**src/rtl/ibex_l2_xfer_ctrl.sv**
```systemverilog
// Bulk register transfer between the main RF and a single-port L2 register file (spill/fill).
// Optional checksum of transferred words is enabled by defining IBEX_L2_XFER_CSUM_EN.
module ibex_l2_xfer_ctrl #(
    parameter int unsigned DataWidth = 32,
    parameter bit          RV32E     = 1'b0
) (
    input  logic                 clk_i,
    input  logic                 rst_ni,
    input  logic                 req_valid_i,
    input  logic                 req_op_i,
    output logic                 req_ready_o,
    input  logic                 abort_i,
    output logic                 busy_o,
    output logic                 done_o,
    output logic [4:0]           rf_raddr_o,
    input  logic [DataWidth-1:0] rf_rdata_i,
    output logic [4:0]           rf_waddr_o,
    output logic [DataWidth-1:0] rf_wdata_o,
    output logic                 rf_we_o,
    output logic [4:0]           l2_addr_o,
    output logic [DataWidth-1:0] l2_wdata_o,
    output logic                 l2_we_o,
    input  logic [DataWidth-1:0] l2_rdata_i,
    output logic [DataWidth-1:0] csum_o
);

    localparam logic [4:0] NumRegs = RV32E ? 5'd15 : 5'd31;

    typedef enum logic [1:0] {StIdle, StSpill, StFill, StDone} state_e;

    state_e     state_q, state_d;
    logic [4:0] idx_q, idx_d;

    always_ff @(posedge clk_i or negedge rst_ni) begin
        if (!rst_ni) begin
            state_q <= StIdle;
            idx_q   <= 5'd1;
        end else begin
            state_q <= state_d;
            idx_q   <= idx_d;
        end
    end

    always_comb begin
        state_d     = state_q;
        idx_d       = idx_q;
        req_ready_o = 1'b0;
        busy_o      = 1'b0;
        done_o      = 1'b0;
        rf_raddr_o  = 5'd0;
        rf_waddr_o  = 5'd0;
        rf_wdata_o  = '0;
        rf_we_o     = 1'b0;
        l2_addr_o   = 5'd0;
        l2_wdata_o  = '0;
        l2_we_o     = 1'b0;

        unique case (state_q)
            StIdle: begin
                req_ready_o = 1'b1;
                idx_d       = 5'd1;
                if (req_valid_i) begin
                    state_d = req_op_i ? StFill : StSpill;
                end
            end
            StSpill, StFill: begin
                busy_o = 1'b1;
                if (state_q == StSpill) begin
                    rf_raddr_o = idx_q;
                    l2_addr_o  = idx_q;
                    l2_wdata_o = rf_rdata_i;
                    l2_we_o    = 1'b1;
                end else begin
                    l2_addr_o  = idx_q;
                    rf_waddr_o = idx_q;
                    rf_wdata_o = l2_rdata_i;
                    rf_we_o    = 1'b1;
                end
                // The current word is always written; abort only stops further progress.
                if (abort_i) begin
                    state_d = StIdle;
                    idx_d   = 5'd1;
                end else if (idx_q == NumRegs) begin
                    state_d = StDone;
                end else begin
                    idx_d = idx_q + 5'd1;
                end
            end
            StDone: begin
                busy_o  = 1'b1;
                done_o  = 1'b1;
                state_d = StIdle;
                idx_d   = 5'd1;
            end
            default: begin
                state_d = StIdle;
                idx_d   = 5'd1;
            end
        endcase
    end

`ifdef IBEX_L2_XFER_CSUM_EN
    logic [DataWidth-1:0] csum_q, csum_d;

    always_comb begin
        csum_d = csum_q;
        if (state_q == StIdle && req_valid_i) begin
            csum_d = '0;
        end else if (state_q == StSpill) begin
            csum_d = csum_q ^ rf_rdata_i;
        end else if (state_q == StFill) begin
            csum_d = csum_q ^ l2_rdata_i;
        end
    end

    always_ff @(posedge clk_i or negedge rst_ni) begin
        if (!rst_ni) begin
            csum_q <= '0;
        end else begin
            csum_q <= csum_d;
        end
    end

    assign csum_o = csum_q;
`else
    assign csum_o = '0;
`endif

endmodule

```
**config.mk**
```make
export PLATFORM = sky130hd
export DESIGN_NAME = ibex_l2_xfer_ctrl
export DESIGN_NICKNAME = d
export VERILOG_FILES = /design/src/rtl/ibex_l2_xfer_ctrl.sv
export SDC_FILE = /design/constraint.sdc
export NUM_CORES = 1
export LEC_CHECK = 0
export CAP_MARGIN = 10
export CORE_ASPECT_RATIO = 1.25
export CORE_MARGIN = 2
export CORE_UTILIZATION = 25
export DETAILED_ROUTE_END_ITERATION = 10
export GPL_ROUTABILITY_DRIVEN = 1
export PLACE_DENSITY = 0.88
export SYNTH_ARGS = -nofsm -noshare
export SYNTH_HDL_FRONTEND = slang
export SYNTH_SLANG_ARGS = --single-unit
export TNS_END_PERCENT = 10
```
**constraint.sdc**
```tcl
create_clock -name clk_i -period 4.3 [get_ports clk_i]
set_clock_uncertainty 0.05 [all_clocks]
set_input_delay 1.075 -clock clk_i [delete_from_list [all_inputs] [get_ports clk_i]]
set_output_delay 1.075 -clock clk_i [all_outputs]
set_load 0.05 [all_outputs]
```
* After elaboration in Yosys (flattened, before gate mapping)
Cells that the tools add are included.
Word-level totals: memory bits (read-only) 0, memories 0, bits in latches 0, RAM bits 0, flip-flop bits (word level) 7
Operators by class: reductions and logical operators 5, div/mod/pow operators 0, bitwise gates (word level) 0, multiplexer cells 24, shifts and indexed selects 0, add/sub/neg operators 1, eq/ne operators 7, $mul 0, magnitude comparators 0
Operator list (number):
- 2-to-1 mux 32 bit | 4
- 2-to-1 mux 5 bit | 7
- one-hot mux 5 bit (2 select lines) | 1
- 2-to-1 mux 2 bit | 4
- 2-to-1 mux 1 bit | 7
- != test 3 bit, second input constant | 2
- one-hot mux 2 bit (3 select lines) | 1
- adder 5 x 1 -> 5 bit, second input constant | 1
- equality test 5 bit, second input constant | 1
- equality test 2 bit, second input constant | 2
- OR reduction 2 bit | 2
- OR reduction 3 bit | 1
- equality test 2 x 1 -> 1 bit, second input constant | 1
- logical NOT 2 bit | 1
- != test 2 bit, second input constant | 1
- AND reduction 2 bit | 1

* Longest topological paths before layout
Gate-level depths: netlist (run 1).
depth after elaboration 4, gate-level depth with buffers 7, mapped depth without buffers 6

* Worst setup path before layout (run 1)
OpenSTA, ideal clock, no wires.
kind flip-flop to output port, from reg state_q[1], to out l2_wdata_o[10], slack 1.285 ns, arrival time 1.890 ns, cell stages (with the launch flop) 6, path through dfrtp_1 > inv_1 > ha_1 > clkbuf_1 > clkbuf_1 > and2_1
On the way: cells in the longest elaborated chain, start to end 3, elaborated cells on any way between the ends 5
Ends and longest elaborated chain:
- from (decl) | RTL line 31 | state_e state_q, state_d;
- from (signal assigned) | RTL line 36 | state_q <= StIdle;
- from (signal assigned) | RTL line 39 | state_q <= state_d;
- equality test 2 x 1 -> 1 bit / equality test 2 bit (equally long branches) | RTL line 58, 68
- 2-to-1 mux 32 bit / OR reduction 2 bit (equally long branches) | RTL line 68, 58
- 2-to-1 mux 32 bit (*) | RTL line 58 | unique case (state_q)
- to (decl) | RTL line 21 | output logic [DataWidth-1:0] l2_wdata_o,
Every way passes the cells marked *; elsewhere a longest branch is shown, timed or not.

* Worst setup path after layout (run 1)
from reg state_q[1], to out rf_wdata_o[16]
On the way: cells in the longest elaborated chain, start to end 3, elaborated cells on any way between the ends 5
Ends and longest elaborated chain:
- equality test 2 x 1 -> 1 bit / equality test 2 bit (equally long branches) | RTL line 58, 68
- 2-to-1 mux 32 bit / OR reduction 2 bit (equally long branches) | RTL line 68, 58
- 2-to-1 mux 32 bit (*) | RTL line 58
- to (decl) | RTL line 18 | output logic [DataWidth-1:0] rf_wdata_o,
Marks and branches as above.

==> results.rst, run 1 <==
.. list-table::
   :header-rows: 1

   * - Metric
     - Value
   * - CTS tree
     - done
   * - Setup repair bufs after CTS
     - 0
   * - Number of antenna violations at the first check in global routing
     - 0
   * - Total clock sinks
     - 7
   * - Kind of launch point of the worst setup path
     - register
   * - Core box area
     - 4730 sq um
   * - Sum of net half-perimeters after detailed placement
     - 3940 um
   * - Actual transition at the worst max-transition pin
     - 0.5152 ns
   * - Pre-CTS setup slack
     - 0.7075 ns
   * - Setup Viol. Count Final
     - 0
   * - Via count
     - 1450
   * - Die W
     - 66.80 um
   * - Worst vdd rail ir drop
     - 0.6036 mV
   * - Number of buffers created by CTS
     - 3
   * - Number of antenna repair diodes
     - 0
   * - Hold Crit Depth
     - 1
   * - Number of DRC markers in iteration 0
     - 23
   * - First-pass GRT wire length
     - 6520 um
   * - Input/output buffers
     - 152
   * - Final period utilization
     - 0.8730
   * - Die footprint
     - 5511 sq um
   * - Share of total power in the clock network
     - 0.043
   * - Area taken by flip-flops and latches
     - 176.4 sq um
   * - Cell area after technology mapping
     - 1232 sq um
   * - Clock network latency to the later pin of the worst-skew pair
     - 0.24 ns
   * - Number of fillers in the final layout
     - 420
   * - Share of the core filled with cells in the final layout
     - 0.5627
   * - Run status
     - complete, no violations
   * - Layout cell share with drive strength beyond 1
     - 0.1140
   * - Remaining antenna violation count after routing
     - 0
   * - CTS root buf
     - clkbuf_8
   * - Remaining global-route overflow
     - 0
   * - Net switching component of the power
     - 1.461 mW
   * - Unrepaired setup endpoints after global routing
     - no
   * - Sum of negative setup slack
     - 0 ns
   * - Initial standard-cell utilization of the core
     - 0.2606
   * - Design internal power
     - 0.8187 mW
   * - Number of endpoints with negative hold slack in the final report
     - 0
   * - CTS Buffer Depth
     - 2
   * - Combinational cell fraction of total power
     - 0.908
   * - Total wire length after detailed routing
     - 4583 um
   * - Via count of the first global-routing pass
     - 1343
   * - Row Count
     - 28
   * - Post-cts sizing count
     - 0
   * - CTS clk-pin slew, worst paths
     - 0.04 ns
   * - Pin count of the biggest net entering global routing
     - 39
   * - Path depth of the worst reg2reg path
     - 5
   * - Critical Setup Path Class
     - register to primary output
   * - Routed WL per cell
     - 12.49 um
   * - Switch share
     - 0.6408
   * - Hold Crit Class
     - register to register
   * - Worst hold margin
     - 0.5245 ns
   * - Sequential cell area fraction in the yosys report
     - 0.1431
   * - Power density cells
     - 856.4 nW/um^2
   * - Area of combinational cells with multiple inputs
     - 872.1 sq um
   * - Number of instances in the synthesized netlist
     - 160
   * - DRT Pass-1 Iters
     - 3
   * - Arrival time of data at the critical path endpoint
     - 2.63 ns
   * - Number of ports placed on the die boundary
     - 185
   * - Hold_buf cts
     - 0
   * - Sequential power share
     - 0.049
   * - Area grow syn2layout
     - 115.9%
   * - Leakage component of the power
     - 1.177 nW
   * - Data required time of the worst path
     - 3.17 ns
   * - H-tree levels
     - 1
   * - Total number of nets in the final design
     - 384
   * - Total of max-cap violations
     - 0
   * - Total of warnings raised by yosys
     - 0
   * - Flip-flop and latch count after synthesis
     - 7
   * - Final Slew Violations
     - 0
   * - Top fanout value on the critical path
     - 34
   * - GRT Total Usage
     - 0.1544
   * - Crit. End Element
     - primary output
   * - Minimum clock period after layout
     - 3.754 ns
   * - Max-slew headroom at the worst pin
     - 0.6554
   * - Count of distinct cell types in the synthesized netlist
     - 25
   * - Post-Syn Area per Cell
     - 7.703 sq um
   * - Placer Congestion
     - 0.7638
   * - Post-detailed-route DRC marker count
     - 0
   * - Via count normalized by instance count
     - 3.951
   * - Top achievable clock speed
     - 0.2664 GHz
   * - Final Worst Setup Slack
     - 0.5462 ns
   * - Die Ht
     - 82.50 um
-- layout make-up --
class | count | area share
sequential | 7 | 0.06629
clock buffer | 4 | 0.01693
multi-input combinational | 139 | 0.3277
tap | 60 | 0.02821
timing repair buffer | 154 | 0.5567
inverter | 3 | 0.004231
-- worst max-delay path: stages (launching register included) --
cell             delay [ns]
dfrtp_1                0.39
inv_1                  0.10
ha_1                   0.39
nor2b_2                0.24
buf_4                  0.29
and2_1                 0.17
clkdlybuf4s50_1        0.81
-- cell families after synthesis --
group	count (synthesis)	synth area share
compound gates	2	0.02030
xor+xnor	3	0.02132
fa+ha+maj	7	0.07106
buf+inv	45	0.2457
flops	7	0.1431
mux	5	0.04264
other cells	1	0.003043
simple gates	90	0.4528
-- metal layers --
| layer | track usage | vias up | part of all wire |
|---|---|---|---|
| met4 | 0.04898 | 0 | 0.0096 |
| met3 | 0.07453 | 4 | 0.15 |
| met1 | 0.1511 | 642 | 0.32 |
| met5 | 0 | - | 0 |
| met2 | 0.2840 | 87 | 0.52 |
| li1 | - | 717 | - |
-- final timing paths --
check | slack, ns | endpoint | from
max | 0.55 | rf_wdata_o[16] | state_q[1]
min | 0.52 | state_q[1] | state_q[1]
max reg2reg | 2.44 | state_q[1] | state_q[1]
min reg2reg | 0.52 | state_q[1] | state_q[1]
max in group asynchronous | 2.86 | idx_q[0] | rst_ni
min in group asynchronous | 1.05 | state_q[0] | rst_ni
-- layout by cell type (no fill, tap or decap), drive strengths merged, types with 3 or more instances in the layout --
cell and count:
and2 79, buf 24, clkbuf 4, clkdlybuf4s50 130
conb 32, dfrtp 6, ha 7, inv 3
mux2i 3, nor2 4
-- cell usage after synthesis --
cell type	instances	area [sq um]
and2_2	4	30.03
nor2b_1	2	12.51
clkbuf_2	3	15.01
ha_1	7	87.58
mux2_2	1	11.26
conb_1	1	3.750
buf_6	1	11.26
nand2_1	1	3.750
and3_1	1	6.260
clkbuf_1	4	15.01
inv_1	3	11.26
mux2i_1	3	30.03
mux2_1	1	11.26
xnor2_1	1	8.760
o21ai_0	1	5.000
dfstp_2	1	26.28
nand2b_1	2	12.51
buf_4	32	240.2
and2_1	75	469.2
o22ai_4	1	20.02
nor2_1	4	15.01
xor2_1	2	17.52
buf_2	2	10.01
nand4b_1	1	8.760
dfrtp_1	6	150.1
-- sequential cells by signal, summed over array words and instances (netlist names) --
| register | count |
|---|---|
| idx_q | 5 |
| state_q | 2 |
-- power by group through the flow --
stage | Sequential, mW | Combinational [mW] | Clock, mW
final | 0.111 | 2.07 | 0.0978
after global routing | 0.116 | 2.17 | 0.105
after CTS | 0.111 | 2.09 | 0.101
after detailed placement | 0.112 | 2.08 | 0
after global placement | 0.110 | 2.07 | 0
after floorplan | 0.106 | 1.49 | 0
-- per-stage QoR --
stage | cells | total power [mW] | cell area (sq um)
2_1_floorplan | 191 | 1.592 | 1349
3_3_place_gp | 363 | 2.185 | 2616
3_5_place_dp | 363 | 2.192 | 2616
4_1_cts | 367 | 2.299 | 2661
5_1_grt | 367 | 2.389 | 2661
6_report | 367 | 2.279 | 2661
Note: power is estimated with default switching activity, not from simulation.
==> inputs of run 2 (changes only) <==
Settings changed: CAP_MARGIN 10 to 25, CORE_MARGIN 2 to default, TNS_END_PERCENT 10 to 1.
==> run 2 against run 1 <==
  * Combinational power about the same
  * Sequential share of layout area down 0.13 points
  * Critical endpoint is now rf_wdata_o[1]
  * Critical path type unchanged
  * Utilization up 1.1 points
  * Setup slack worse by 0.080 ns
  * Non-clock buffer count unchanged
  * First-iteration DRC count down 22%
==> results.rst, run 2 (synthesis results as in run 1) <==
.. list-table::
   :header-rows: 1

   * - Metric
     - Value
   * - Pin count of the biggest net entering global routing
     - 39
   * - Final period utilization
     - 0.8916
   * - Slowest cell on the critical path
     - clkdlybuf4s50_1
   * - Layout cell share with drive strength beyond 1
     - 0.03909
   * - Largest registers
     - idx_q: 5 flops, state_q: 2 flops
   * - DRT Pass-1 Iters
     - 4
   * - Final Slew Violations
     - 0
   * - Top fanout value on the critical path
     - 33
   * - Die W
     - 64.80 um
   * - Via count normalized by instance count
     - 3.763
   * - Via count
     - 1381
   * - Unrepaired setup endpoints after global routing
     - no
   * - Minimum clock period after layout
     - 3.834 ns
   * - Commonest non-fill, non-tap cell in the layout
     - clkdlybuf4s50_1
   * - Initial standard-cell utilization of the core
     - 0.2606
   * - Kind of launch point of the worst setup path
     - register
   * - Clock network latency to the later pin of the worst-skew pair
     - 0.22 ns
   * - CTS Buffer Depth
     - 2
   * - Via count of the first global-routing pass
     - 1315
   * - Sum of net half-perimeters after detailed placement
     - 3512 um
   * - Number of endpoints with negative hold slack in the final report
     - 0
   * - Leakage component of the power
     - 1.138 nW
   * - Hold_buf cts
     - 0
   * - Post-detailed-route DRC marker count
     - 0
   * - Total of max-cap violations
     - 0
   * - Number of antenna violations at the first check in global routing
     - 0
   * - Crit. Startpoint
     - state_q[0]
   * - Total wire length after detailed routing
     - 4218 um
   * - Crit. End Element
     - primary output
   * - Number of antenna repair diodes
     - 0
   * - Critical Setup Path Class
     - register to primary output
   * - Remaining antenna violation count after routing
     - 0
   * - Placer Congestion
     - 0.7195
   * - Power density cells
     - 842.4 nW/um^2
   * - Setup Viol. Count Final
     - 0
   * - Area of combinational cells with multiple inputs
     - 869.6 sq um
   * - Setup repair bufs after CTS
     - 0
   * - Actual transition at the worst max-transition pin
     - 0.5238 ns
   * - Max FFs per register
     - 5
   * - Reg2reg start
     - idx_q[0]
   * - Area grow syn2layout
     - 120.2%
   * - Die footprint
     - 5216 sq um
   * - Worst path cell trace
     - inv_1, ha_1, nor2b_1, buf_4, and2_1, clkdlybuf4s50_1
   * - CTS tree
     - done
   * - Top achievable clock speed
     - 0.2608 GHz
   * - Arrival time of data at the critical path endpoint
     - 2.71 ns
   * - Crit path largest cell delay
     - 0.81 ns
   * - Row Count
     - 28
   * - Input/output buffers
     - 152
   * - Worst Hold Launch
     - state_q[1]
   * - Most frequent cells in the layout
     - clkdlybuf4s50_1, and2_1, conb_1, ha_1, dfrtp_1
   * - Register with the highest flop count
     - idx_q
   * - Number of fillers in the final layout
     - 424
   * - Sum of negative setup slack
     - 0 ns
   * - Number of ports placed on the die boundary
     - 185
   * - Area taken by flip-flops and latches
     - 176.4 sq um
   * - Hold Crit Class
     - register to register
   * - Number of buffers created by CTS
     - 3
   * - Number of DRC markers in iteration 0
     - 18
   * - CTS clk-pin slew, worst paths
     - 0.04 ns
   * - Max-slew headroom at the worst pin
     - 0.6497
   * - Data required time of the worst path
     - 3.17 ns
   * - Remaining global-route overflow
     - 0
   * - Worst vdd rail ir drop
     - 0.5091 mV
   * - First-pass GRT wire length
     - 6141 um
   * - Total number of nets in the final design
     - 384
   * - Overall Power
     - 2.286 mW
   * - Run status
     - complete, no violations
   * - CTS root buf
     - clkbuf_8
   * - H-tree levels
     - 1
   * - GRT Total Usage
     - 0.1437
   * - Routed WL per cell
     - 11.49 um
   * - Post-cts sizing count
     - 0
   * - Total clock sinks
     - 7
   * - Die Ht
     - 80.50 um
   * - Core box area
     - 4730 sq um
## run 2: changes by cell type in the layout (fill, tap and decap cells not counted), sizes merged
cell and change:
clkdlybuf4s50 +22, buf -22
## run 2: report_power, final
group	switching, mW	internal (mW)
Clock	0.0271	0.0640
Combinational	1.39	0.694
Sequential	0.0227	0.0888
Total	1.44	0.847
## run 2: worst paths after layout
kind | slack (ns) | depth (start not counted) | endpoint
max in group asynchronous | 2.84 | 1 | idx_q[0]
min in group asynchronous | 1.07 | 1 | state_q[1]
hold reg to reg | 0.50 | 1 | state_q[1]
setup / recovery | 0.47 | 6 | rf_wdata_o[1]
setup reg to reg | 2.45 | 5 | state_q[1]
hold / removal | 0.50 | 1 | state_q[1]
## run 2: cell type report
| class | count | area share |
|---|---|---|
| Timing Repair Buffer | 154 | 0.5662 |
| Tap cell | 60 | 0.02766 |
| Inverter | 3 | 0.004149 |
| Multi-Input combinational cell | 139 | 0.3204 |
| Clock buffer | 4 | 0.01660 |
| Sequential cell | 7 | 0.06501 |
## run 2: per-stage QoR
stage	std cells	util	setup WS [ns]	hold slack (ns)	area, sq um
final	367	0.5738	0.4662	0.5049	2714
after global routing	367	0.5738	0.2891	0.5362	2714
after CTS	367	0.5738	0.4498	0.5140	2714
after detailed placement	363	0.5643	0.6998	0.5045	2669
after global placement	363	0.5643	0.7235	0.5036	2669
after floorplan	191	-	1.285	0.4673	1349
## run 2: worst max-delay path: cells and delay by family (launching register included)
kind                     cells  cell delay, ns
AND/OR/NAND/NOR              2            0.47
adder cells (fa/ha/maj)      1            0.39
buffers and inverters        3            1.24
flip-flops                   1            0.37
## run 2: routing by layer
layer | share of wire | GRT usage | vias to the layer above
met4 | 0 | 0.02667 | 0
met2 | 0.59 | 0.3021 | 77
met3 | 0.076 | 0.02415 | 0
met1 | 0.33 | 0.1417 | 587
li1 | - | - | 717
met5 | 0 | 0 | -
